[src/rtl/mips_pkg.sv]
// Shared definitions for the boot-time program loader: loader FSM states,
// frame target codes and memory word-address width.
package mips_pkg;

    localparam int unsigned MEM_AW = 8;

    localparam logic [7:0] TGT_INSTR = 8'h00;
    localparam logic [7:0] TGT_DATA  = 8'h01;

    typedef enum logic [3:0] {
        S_IDLE,
        S_ADDR,
        S_COUNT,
        S_DATA,
        S_WRITE,
        S_CHECK,
        S_HOLD,
        S_DONE,
        S_ERROR
    } loader_state_t;

    // States in which the loader takes a byte from the stream.
    function automatic logic state_accepts(input loader_state_t s);
        return (s == S_IDLE) || (s == S_ADDR) || (s == S_COUNT) ||
               (s == S_DATA) || (s == S_CHECK);
    endfunction

endpackage

[src/rtl/imem_loader_byte_word_packer.sv]
// byte_word_packer: collects four bytes, MSB first, into a 32-bit word.
// word_valid pulses for one cycle after the fourth byte has been shifted in;
// word holds its value until the next byte arrives.
module byte_word_packer (
    input  logic        clk,
    input  logic        reset,
    input  logic [7:0]  in_data,
    input  logic        in_valid,
    output logic        last_byte,
    output logic        word_valid,
    output logic [31:0] word
);

    logic [31:0] r_shift;
    logic [1:0]  r_cnt;
    logic        r_word_valid;

    // Shift accepted bytes in and count position within the word.
    always_ff @(posedge clk) begin
        if (reset) begin
            r_shift      <= '0;
            r_cnt        <= '0;
            r_word_valid <= 1'b0;
        end else begin
            r_word_valid <= in_valid && (r_cnt == 2'd3);
            if (in_valid) begin
                r_shift <= {r_shift[23:0], in_data};
                r_cnt   <= r_cnt + 2'd1;
            end
        end
    end

    assign last_byte  = (r_cnt == 2'd3);
    assign word_valid = r_word_valid;
    assign word       = r_shift;

endmodule

[src/rtl/imem_loader.sv]
// imem_loader: framed byte-stream loader for instruction/data memory.
// Frame: TARGET, START, COUNT (0 = 256 words), then 4*COUNT payload bytes.
// Optional IMEM_LOADER_CHECKSUM_EN appends an XOR-of-payload byte that must
// match before the core is released.
module imem_loader
    import mips_pkg::*;
#(
    parameter int unsigned RELEASE_DELAY = 2
) (
    input  logic              clk,
    input  logic              reset,
    input  logic [7:0]        in_data,
    input  logic              in_valid,
    output logic              in_ready,
    output logic              instr_write_enable,
    output logic [MEM_AW-1:0] instr_write_addr,
    output logic [31:0]       instr_write_data,
    output logic              data_init_write_enable,
    output logic [MEM_AW-1:0] data_init_addr,
    output logic [31:0]       data_init_data,
    output logic              core_reset,
    output logic              load_done,
    output logic              load_error
);

    localparam logic [3:0] HOLD_LAST = 4'(RELEASE_DELAY - 1);

    loader_state_t     r_state, w_next;
    logic              r_in_ready;
    logic              r_target;
    logic [MEM_AW-1:0] r_start;
    logic [MEM_AW-1:0] r_widx;
    logic [8:0]        r_words_left;
    logic [3:0]        r_hold_cnt;
    logic              r_iwe, r_dwe;
    logic [MEM_AW-1:0] r_iaddr, r_daddr;
    logic [31:0]       r_idata, r_ddata;
    logic              r_core_reset, r_done, r_error;
`ifdef IMEM_LOADER_CHECKSUM_EN
    logic [7:0]        r_csum;
`endif

    logic              w_accept;
    logic              w_pack_in;
    logic              w_pack_last;
    logic              w_pack_valid;
    logic [31:0]       w_word;
    logic [MEM_AW-1:0] w_addr;

    assign w_accept  = in_valid && r_in_ready;
    assign w_pack_in = w_accept && (r_state == S_DATA);
    assign w_addr    = r_start + r_widx;

    byte_word_packer u_packer (
        .clk        (clk),
        .reset      (reset),
        .in_data    (in_data),
        .in_valid   (w_pack_in),
        .last_byte  (w_pack_last),
        .word_valid (w_pack_valid),
        .word       (w_word)
    );

    // State register.
    always_ff @(posedge clk) begin
        if (reset) r_state <= S_IDLE;
        else       r_state <= w_next;
    end

    // Next-state decode from the frame stream and word bookkeeping.
    always_comb begin
        w_next = r_state;
        case (r_state)
            S_IDLE:  if (w_accept)
                         w_next = (in_data == TGT_INSTR || in_data == TGT_DATA) ? S_ADDR : S_ERROR;
            S_ADDR:  if (w_accept) w_next = S_COUNT;
            S_COUNT: if (w_accept) w_next = S_DATA;
            S_DATA:  if (w_accept && w_pack_last) w_next = S_WRITE;
            S_WRITE: begin
                if (r_words_left == 9'd1)
`ifdef IMEM_LOADER_CHECKSUM_EN
                    w_next = S_CHECK;
`else
                    w_next = S_HOLD;
`endif
                else
                    w_next = S_DATA;
            end
`ifdef IMEM_LOADER_CHECKSUM_EN
            S_CHECK: if (w_accept) w_next = (in_data == r_csum) ? S_HOLD : S_ERROR;
`endif
            S_HOLD:  if (r_hold_cnt == HOLD_LAST) w_next = S_DONE;
            default: w_next = r_state;
        endcase
    end

    // Header capture, memory write pulses, release timing and status flags.
    always_ff @(posedge clk) begin
        if (reset) begin
            r_in_ready   <= 1'b0;
            r_target     <= 1'b0;
            r_start      <= '0;
            r_widx       <= '0;
            r_words_left <= '0;
            r_hold_cnt   <= '0;
            r_iwe        <= 1'b0;
            r_dwe        <= 1'b0;
            r_iaddr      <= '0;
            r_idata      <= '0;
            r_daddr      <= '0;
            r_ddata      <= '0;
            r_core_reset <= 1'b1;
            r_done       <= 1'b0;
            r_error      <= 1'b0;
`ifdef IMEM_LOADER_CHECKSUM_EN
            r_csum       <= '0;
`endif
        end else begin
            r_in_ready   <= state_accepts(w_next);
            r_core_reset <= (w_next != S_DONE);
            if (w_next == S_DONE)  r_done  <= 1'b1;
            if (w_next == S_ERROR) r_error <= 1'b1;
            r_iwe <= 1'b0;
            r_dwe <= 1'b0;
            case (r_state)
                S_IDLE:  if (w_accept) r_target <= in_data[0];
                S_ADDR:  if (w_accept) begin
                             r_start <= in_data;
                             r_widx  <= '0;
                         end
                S_COUNT: if (w_accept)
                             r_words_left <= (in_data == 8'h00) ? 9'd256 : {1'b0, in_data};
                S_WRITE: if (w_pack_valid) begin
                             if (r_target) begin
                                 r_dwe   <= 1'b1;
                                 r_daddr <= w_addr;
                                 r_ddata <= w_word;
                             end else begin
                                 r_iwe   <= 1'b1;
                                 r_iaddr <= w_addr;
                                 r_idata <= w_word;
                             end
                             r_widx       <= r_widx + 1'b1;
                             r_words_left <= r_words_left - 9'd1;
                             r_hold_cnt   <= '0;
                         end
                S_HOLD:  r_hold_cnt <= r_hold_cnt + 4'd1;
                default: ;
            endcase
`ifdef IMEM_LOADER_CHECKSUM_EN
            if (w_pack_in) r_csum <= r_csum ^ in_data;
`endif
        end
    end

    assign in_ready               = r_in_ready;
    assign instr_write_enable     = r_iwe;
    assign instr_write_addr       = r_iaddr;
    assign instr_write_data       = r_idata;
    assign data_init_write_enable = r_dwe;
    assign data_init_addr         = r_daddr;
    assign data_init_data         = r_ddata;
    assign core_reset             = r_core_reset;
    assign load_done              = r_done;
    assign load_error             = r_error;

endmodule

[config.mk]
export PLATFORM = sky130hd
export DESIGN_NAME = imem_loader
export DESIGN_NICKNAME = d
export VERILOG_FILES = /design/src/rtl/mips_pkg.sv /design/src/rtl/imem_loader_byte_word_packer.sv /design/src/rtl/imem_loader.sv
export SDC_FILE = /design/constraint.sdc
export NUM_CORES = 1
export LEC_CHECK = 0
export BUFFER_PORTS_ARGS = -buffer_cell sky130_fd_sc_hd__buf_2
export CAP_MARGIN = 10
export CELL_PAD_IN_SITES_DETAIL_PLACEMENT = 1
export CELL_PAD_IN_SITES_GLOBAL_PLACEMENT = 1
export CORE_ASPECT_RATIO = 1.4
export CORE_UTILIZATION = 40
export CTS_BUF_LIST = sky130_fd_sc_hd__clkbuf_4 sky130_fd_sc_hd__clkbuf_8 sky130_fd_sc_hd__clkbuf_16
export DETAILED_ROUTE_END_ITERATION = 16
export GPL_ROUTABILITY_DRIVEN = 0
export PLACE_DENSITY = 0.75
export SLEW_MARGIN = 20
export SYNTH_ARGS = -nofsm -noshare
export SYNTH_HDL_FRONTEND = slang
export SYNTH_HIERARCHICAL = 1
export SYNTH_SLANG_ARGS = --single-unit
[constraint.sdc]
create_clock -name clk -period 2.05 [get_ports clk]
set_input_delay 0.205 -clock clk [delete_from_list [all_inputs] [get_ports clk]]
set_output_delay 0.205 -clock clk [all_outputs]
set_load 0.03 [all_outputs]
Word level (Yosys, flattened, before mapping)
Cells that the tools add are included.
{"block": "word_totals", "ff_bits": 155, "input_bits": 11, "output_inout_bits": 86, "elab_cells": 88}
{"block": "classes", "addsub": 5, "eq_ne": 19, "mux": 19, "bitwise": 3, "n_reduce_logical": 23}
{"op": "$mux W4", "count": 7}
{"op": "$mux W9", "count": 3}
{"op": "$pmux W4 S6", "count": 1}
{"op": "$pmux W9 S2", "count": 1}
{"op": "$eq A4 B2 Y1 const B", "count": 4}
{"op": "$eq A4 B3 Y1 const B", "count": 4}
{"op": "$mux W8", "count": 2}
{"op": "$pmux W8 S2", "count": 1}
{"op": "$eq A4 B1 Y1 const B", "count": 3}
{"op": "$reduce_and A3 Y1", "count": 4}
{"op": "$eq A9 B1 Y1 const B", "count": 1}
{"op": "$sub A9 B1 Y9 const B", "count": 1}
{"op": "$add A8 B1 Y8 const B", "count": 1}
{"op": "$add A8 B8 Y8", "count": 1}
{"op": "$eq A8 B1 Y1 const B", "count": 1}
{"op": "$logic_not A4 Y1", "count": 2}
{"op": "$logic_not A8 Y1", "count": 1}
{"op": "$pmux W4 S2", "count": 1}
{"op": "$reduce_and A2 Y1", "count": 3}
{"op": "$reduce_bool A2 Y1", "count": 3}
{"op": "$logic_or A1 B1 Y1", "count": 5}
{"op": "$add A4 B1 Y4 const B", "count": 1}
{"op": "$eq A4 B4 Y1 const B", "count": 1}
{"op": "$logic_and A1 B1 Y1", "count": 4}
{"op": "other kinds (9)", "count": 13}

Depth between registers and ports, before layout
{"block": "depth", "ltp_word": 10, "ltp_mapped": 9, "depth_no_buf": 8}

Cells and area by module
The synthesis kept the hierarchy.
{"mod": "imem_loader", "instances": 1, "cells_each": 615, "area_each_um2": 5057.4, "seq_area_each_um2": 2402.3}
{"mod": "byte_word_packer", "instances": 1, "cells_each": 114, "area_each_um2": 1278.7, "seq_area_each_um2": 700.7}

Worst setup path after synthesis
OpenSTA, ideal clock, no wires.
{"block": "synth_timing", "kind": "register -> register", "from": "register r_widx[0]", "to": "register r_daddr[6] (netlist: data_init_addr[6])", "setup_ns": 0.087, "t_arrival_ns": 1.753, "t_required_ns": 1.963, "slack_ns": 0.210, "stages_incl_launch_ff": 9, "path_buffers": 0, "period_less_slack_ns": 1.840, "path_cell_list": "dfxtp_1 -> ha_1 -> inv_1 -> fa_1 -> nor2b_1 -> o31a_1 -> or4_1 -> o311a_1 -> o31ai_1"}
{"block": "synth_between", "elab_chain_len": 1}
{"element": "from (decl)", "line_no": "imem_loader.sv:32", "rtl": "logic [MEM_AW-1:0] r_widx;"}
{"element": "from (signal assigned)", "line_no": "imem_loader.sv:143", "rtl": "r_widx <= r_widx + 1'b1;"}
{"element": "$add A8 B8 Y8", "line_no": "imem_loader.sv:52", "rtl": "assign w_addr = r_start + r_widx;"}
{"element": "to (signal assigned)", "line_no": "imem_loader.sv:136", "rtl": "r_daddr <= w_addr;"}
{"element": "to (decl)", "line_no": "imem_loader.sv:36", "rtl": "logic [MEM_AW-1:0] r_iaddr, r_daddr;"}
No other way between the ends.
A chain may end at the register's enable or synchronous reset.

Worst setup path in the final report
{"block": "layout_timing", "from": "register r_start[0]", "to": "register r_iaddr[6] (netlist: instr_write_addr[6])"}
{"block": "layout_between", "elab_chain_len": 1}
{"element": "from (decl)", "line_no": "imem_loader.sv:31", "rtl": "logic [MEM_AW-1:0] r_start;"}
{"element": "from (signal assigned)", "line_no": "imem_loader.sv:128", "rtl": "r_start <= in_data;"}
{"element": "$add A8 B8 Y8", "line_no": "imem_loader.sv:52"}
{"element": "to (signal assigned)", "line_no": "imem_loader.sv:140", "rtl": "r_iaddr <= w_addr;"}
{"element": "to (decl)", "line_no": "imem_loader.sv:36"}
No other way between the ends.

==> results.md <==
- The tightest slew margin relative to the limit is 0.628.
- Of the cells placed in the final design, the portion with a size suffix greater than 1 is 0.211.
- Leaving out fill and tap cells, the most frequent cells in the layout are sky130_fd_sc_hd__nand2_1 (160), sky130_fd_sc_hd__dfxtp_1 (151), sky130_fd_sc_hd__buf_2 (95).
- For this run, the top clock speed supported by timing is 496 MHz.
- The number of hold violations in the final report was 0.
- The worst setup path is captured at a register.
- Setup repair after global routing could not meet its margin everywhere.
- Summing all non-filler instances in the final layout gives an area of 7620 µm².
- The root cell of the clock tree is sky130_fd_sc_hd__clkbuf_16.
- The first global-routing pass estimated 28300 µm of wire.
- In this run, distinct cell masters in the synthesized netlist total 57.
- The setup skew after layout is 0.00960 ns.
- The height of the die is 151 µm.
- The internal power summed over all cells is 4.71 mW.
- The flip-flop and latch count after synthesis is 155.
- The layout has 1853 filler cells.
- TritonCTS built the clock tree.
- The worst setup path is launched from a register.
- Across the run, the number of max-cap violations was 0.
- The placement-stage cell area is 6990 µm².
- The global-route usage over all layers is 0.226.
- The number of nets handed over by synthesis was 754.
- The most used flip-flop cell after synthesis is sky130_fd_sc_hd__dfxtp_1.
- The clock period minus worst slack is 2.02 ns.
- The clock reaches the later pin of the worst-skew pair after 0.42 ns.
- The core outline area is 15500 µm².
- Hold is met by 0.117 ns.
- The ratio of final minimum period to clock period is 0.984.
- Counting every sink on the clock net gives 155.
- The number of synthesized flops with an enable pin is 0.
- The design draws 6.22 mW.
- The cell area that synthesis handed to floorplanning was 6340 µm².
- Port buffering added 96 buffers.
- The leakage power summed over all cells is 2.99 nW.
- The path class of the tightest hold or removal check is in2reg.
- The wire length after detailed routing is 18000 µm.
- For this run, design rule violations remaining after detail routing come to 0.
- The library cell used most frequently in the layout, excluding fill and tap cells, is sky130_fd_sc_hd__nand2_1.
- The required arrival time at the worst endpoint is 2.38 ns.
- The post-synthesis async set-or-reset flop share is 0.
- Excluding fillers, the count of instances in the completed layout stands at 1030.
- Measured on the finished design, the core utilization comes to 0.490.
- The first TritonRoute pass finished after 4 iterations.
- The via count of the first global-routing pass was 5596.
- The number of core rows is 54.
- The average via count per standard cell is 5.30.
- The minimum setup slack after placement is 0.0564 ns.
- The pin count of the biggest net entering global routing is 120.
- The remaining antenna violation count after routing is 0.
- For this block, the via count after detailed routing is 5455.
- For the worst setup path, the data arrival time is 2.35 ns.
- The analysis attributes to net switching a power of 1.51 mW.
- The count of inserted antenna diode cells is 0.
- The combinational share of power is 0.030.
- The average footprint of a synthesized cell is 8.69 µm².
- The slew at the pin closest to its max-slew limit is 0.556 ns.
- The number of violations reported at the end of detailed-routing iteration 0 is 139.
- VDD sags by at most 0.000416 V.
- Of all nets on the critical path, the largest fanout is 3.
- The number of nets in the layout is 846.
- The number of slew-limit violations in the final report was 0.
- Setup violations remaining at the end of the flow were counted as 0.
- The overall die area is 16400 µm².
- Summed over all nets, the half-perimeter wirelength after detailed placement is 12500 µm.
- The worst setup path is of the reg2reg kind.
- The flow ran to the end, and the final reports show no timing, DRC or antenna violations.
- Once placement completed, the tool counted placed cells totaling 996.
- Compared with the post-synthesis result, the final layout area differs by 20.2%.
- Of the total power, the clock network draws 0.481.
- The die extent in x is 108 µm.
- The effective utilization at floorplan is 0.408.
- Hold repair after CTS inserted 0 buffers.
- Setup slack closes at 0.0330 ns.
- Counting along the longest clock path gives a buffer depth of 2.
- The CTS H-tree depth is 4.
- The area taken by multi-input logic gates is 2950 µm².
- The Yosys step of the flow raised 6 warnings.
- For this run, the register share of the synthesized area comes to 0.490.
- Across the whole layout, storage elements account for 3110 µm².
- The share of total power dissipated in sequential elements is 0.488.
- In this run, CTS created clock tree buffers numbering 17.
- The clock-pin transition on the worst setup and hold timing paths is 0.07 ns.
- The remaining global-route overflow is 0.
- Of the total power, the share spent switching nets is 0.243.
- The number of antenna violations at the first check in global routing is 0.
- The detailed-route wire length per cell is 17.5 µm.
- During I/O placement, the number of pins put on the boundary was 97.
- After technology mapping, the gate count stands at 729.
- The power density over cell area is 817 nW/µm².
- After routing, the total negative slack on setup checks comes to 0 ns.
-- per-layer routing --
metal,share of wire,routed length [µm],GRT usage,vias to the layer above
met5,0,0,0,-
met4,0.025,457,0.0973,0
met3,0.029,530,0.0426,27
met2,0.55,9870,0.417,96
met1,0.40,7170,0.249,2674
li1,-,-,-,2658
-- cell type report --
type,count,area share
well taps,196,0.0322
multi-input cells,513,0.387
inverters,15,0.00739
repair buffers,119,0.0926
clock buffers,19,0.0586
flip-flops and latches,155,0.408
clock inverters,13,0.0145
-- final timing paths --
| check | startpoint | end | slack, ns | depth (start not counted) |
|---|---|---|---|---|
| worst min register to register | instr_write_data[21] | instr_write_data[21] | 0.45 | 2 |
| worst max register to register | r_start[0] | instr_write_addr[6] | 0.03 | 8 |
| worst min-delay path | in_data[1] | r_start[1] | 0.12 | 3 |
| worst max-delay path | r_start[0] | instr_write_addr[6] | 0.03 | 8 |
-- flip-flops by register name, indices dropped and copies added, names as in the netlist, 2 cells and up --
signal	cells
r_start	8
r_widx	8
r_state	4
u_packer/word	32
r_words_left	9
instr_write_addr	8
u_packer/r_cnt	2
data_init_addr	8
data_init_data	32
r_hold_cnt	4
instr_write_data	32
-- power groups by stage --
stage / Clock, mW / Combinational, mW / Sequential (mW)
global route: 3.19 / 0.203 / 3.04
CTS: 3.04 / 0.188 / 3.04
detailed placement: 0 / 0.185 / 3.11
finish: 2.99 / 0.189 / 3.04
floorplan: 0 / 0.111 / 3.11
global placement: 0 / 0.182 / 3.11
-- cell families (layout without fill, tap and decap cells) --
kind of cell / after synthesis / count (layout) / synth area share
mux: 44 / 44 / 0.0695
flops: 155 / 155 / 0.490
simple gates: 305 / 305 / 0.212
compound gates: 137 / 137 / 0.127
buf+inv: 61 / 166 / 0.0543
xor+xnor: 13 / 13 / 0.0180
fa+ha+maj: 14 / 14 / 0.0288
-- critical path, cell delays in order, from the launching register on --
cell,delay [ns]
sky130_fd_sc_hd__dfxtp_2,0.34
sky130_fd_sc_hd__ha_4,0.16
sky130_fd_sc_hd__inv_2,0.05
sky130_fd_sc_hd__fa_2,0.23
sky130_fd_sc_hd__nor2b_2,0.06
sky130_fd_sc_hd__o31a_1,0.31
sky130_fd_sc_hd__or4_1,0.41
sky130_fd_sc_hd__o311a_1,0.16
sky130_fd_sc_hd__o31ai_2,0.22
-- timing repair --
action                     CTS  global route
setup endpoints to repair    0             9
gates resized for setup      0            14
hold endpoints to repair     0             0
setup buffers                0             2
-- synthesized netlist by cell type, types with 2 or more instances --
library cell	instances	share of area
sky130_fd_sc_hd__a31oi_1	3	0.0030
sky130_fd_sc_hd__nor2_1	78	0.046
sky130_fd_sc_hd__and2_1	3	0.0030
sky130_fd_sc_hd__nand4b_1	4	0.0055
sky130_fd_sc_hd__nand2_1	160	0.095
sky130_fd_sc_hd__nor3_1	5	0.0039
sky130_fd_sc_hd__or3_1	3	0.0030
sky130_fd_sc_hd__or2_2	2	0.0020
sky130_fd_sc_hd__dfxtp_1	155	0.49
sky130_fd_sc_hd__nor4_1	8	0.0079
sky130_fd_sc_hd__and4_1	2	0.0028
sky130_fd_sc_hd__clkbuf_1	21	0.012
sky130_fd_sc_hd__o31ai_1	6	0.0071
sky130_fd_sc_hd__nand3b_1	4	0.0047
sky130_fd_sc_hd__nor2_2	2	0.0020
sky130_fd_sc_hd__a21oi_1	90	0.071
sky130_fd_sc_hd__inv_1	15	0.0089
sky130_fd_sc_hd__nand2_2	2	0.0020
sky130_fd_sc_hd__nand3_1	14	0.011
sky130_fd_sc_hd__ha_1	13	0.026
sky130_fd_sc_hd__xnor2_1	9	0.012
sky130_fd_sc_hd__buf_12	3	0.0095
sky130_fd_sc_hd__nor2b_1	5	0.0049
sky130_fd_sc_hd__buf_4	3	0.0036
sky130_fd_sc_hd__a22oi_1	2	0.0024
sky130_fd_sc_hd__o21ai_0	9	0.0071
sky130_fd_sc_hd__mux2i_1	44	0.070
sky130_fd_sc_hd__a211oi_1	6	0.0071
sky130_fd_sc_hd__a32oi_1	4	0.0055
sky130_fd_sc_hd__xor2_1	4	0.0055
sky130_fd_sc_hd__buf_2	13	0.010
sky130_fd_sc_hd__a311oi_1	2	0.0028
sky130_fd_sc_hd__o21a_1	2	0.0024
sky130_fd_sc_hd__or4_1	3	0.0036
sky130_fd_sc_hd__buf_6	5	0.0089
sky130_fd_sc_hd__a21o_1	2	0.0024
sky130_fd_sc_hd__and3_1	3	0.0030
Power figures use the tool's default switching activity.
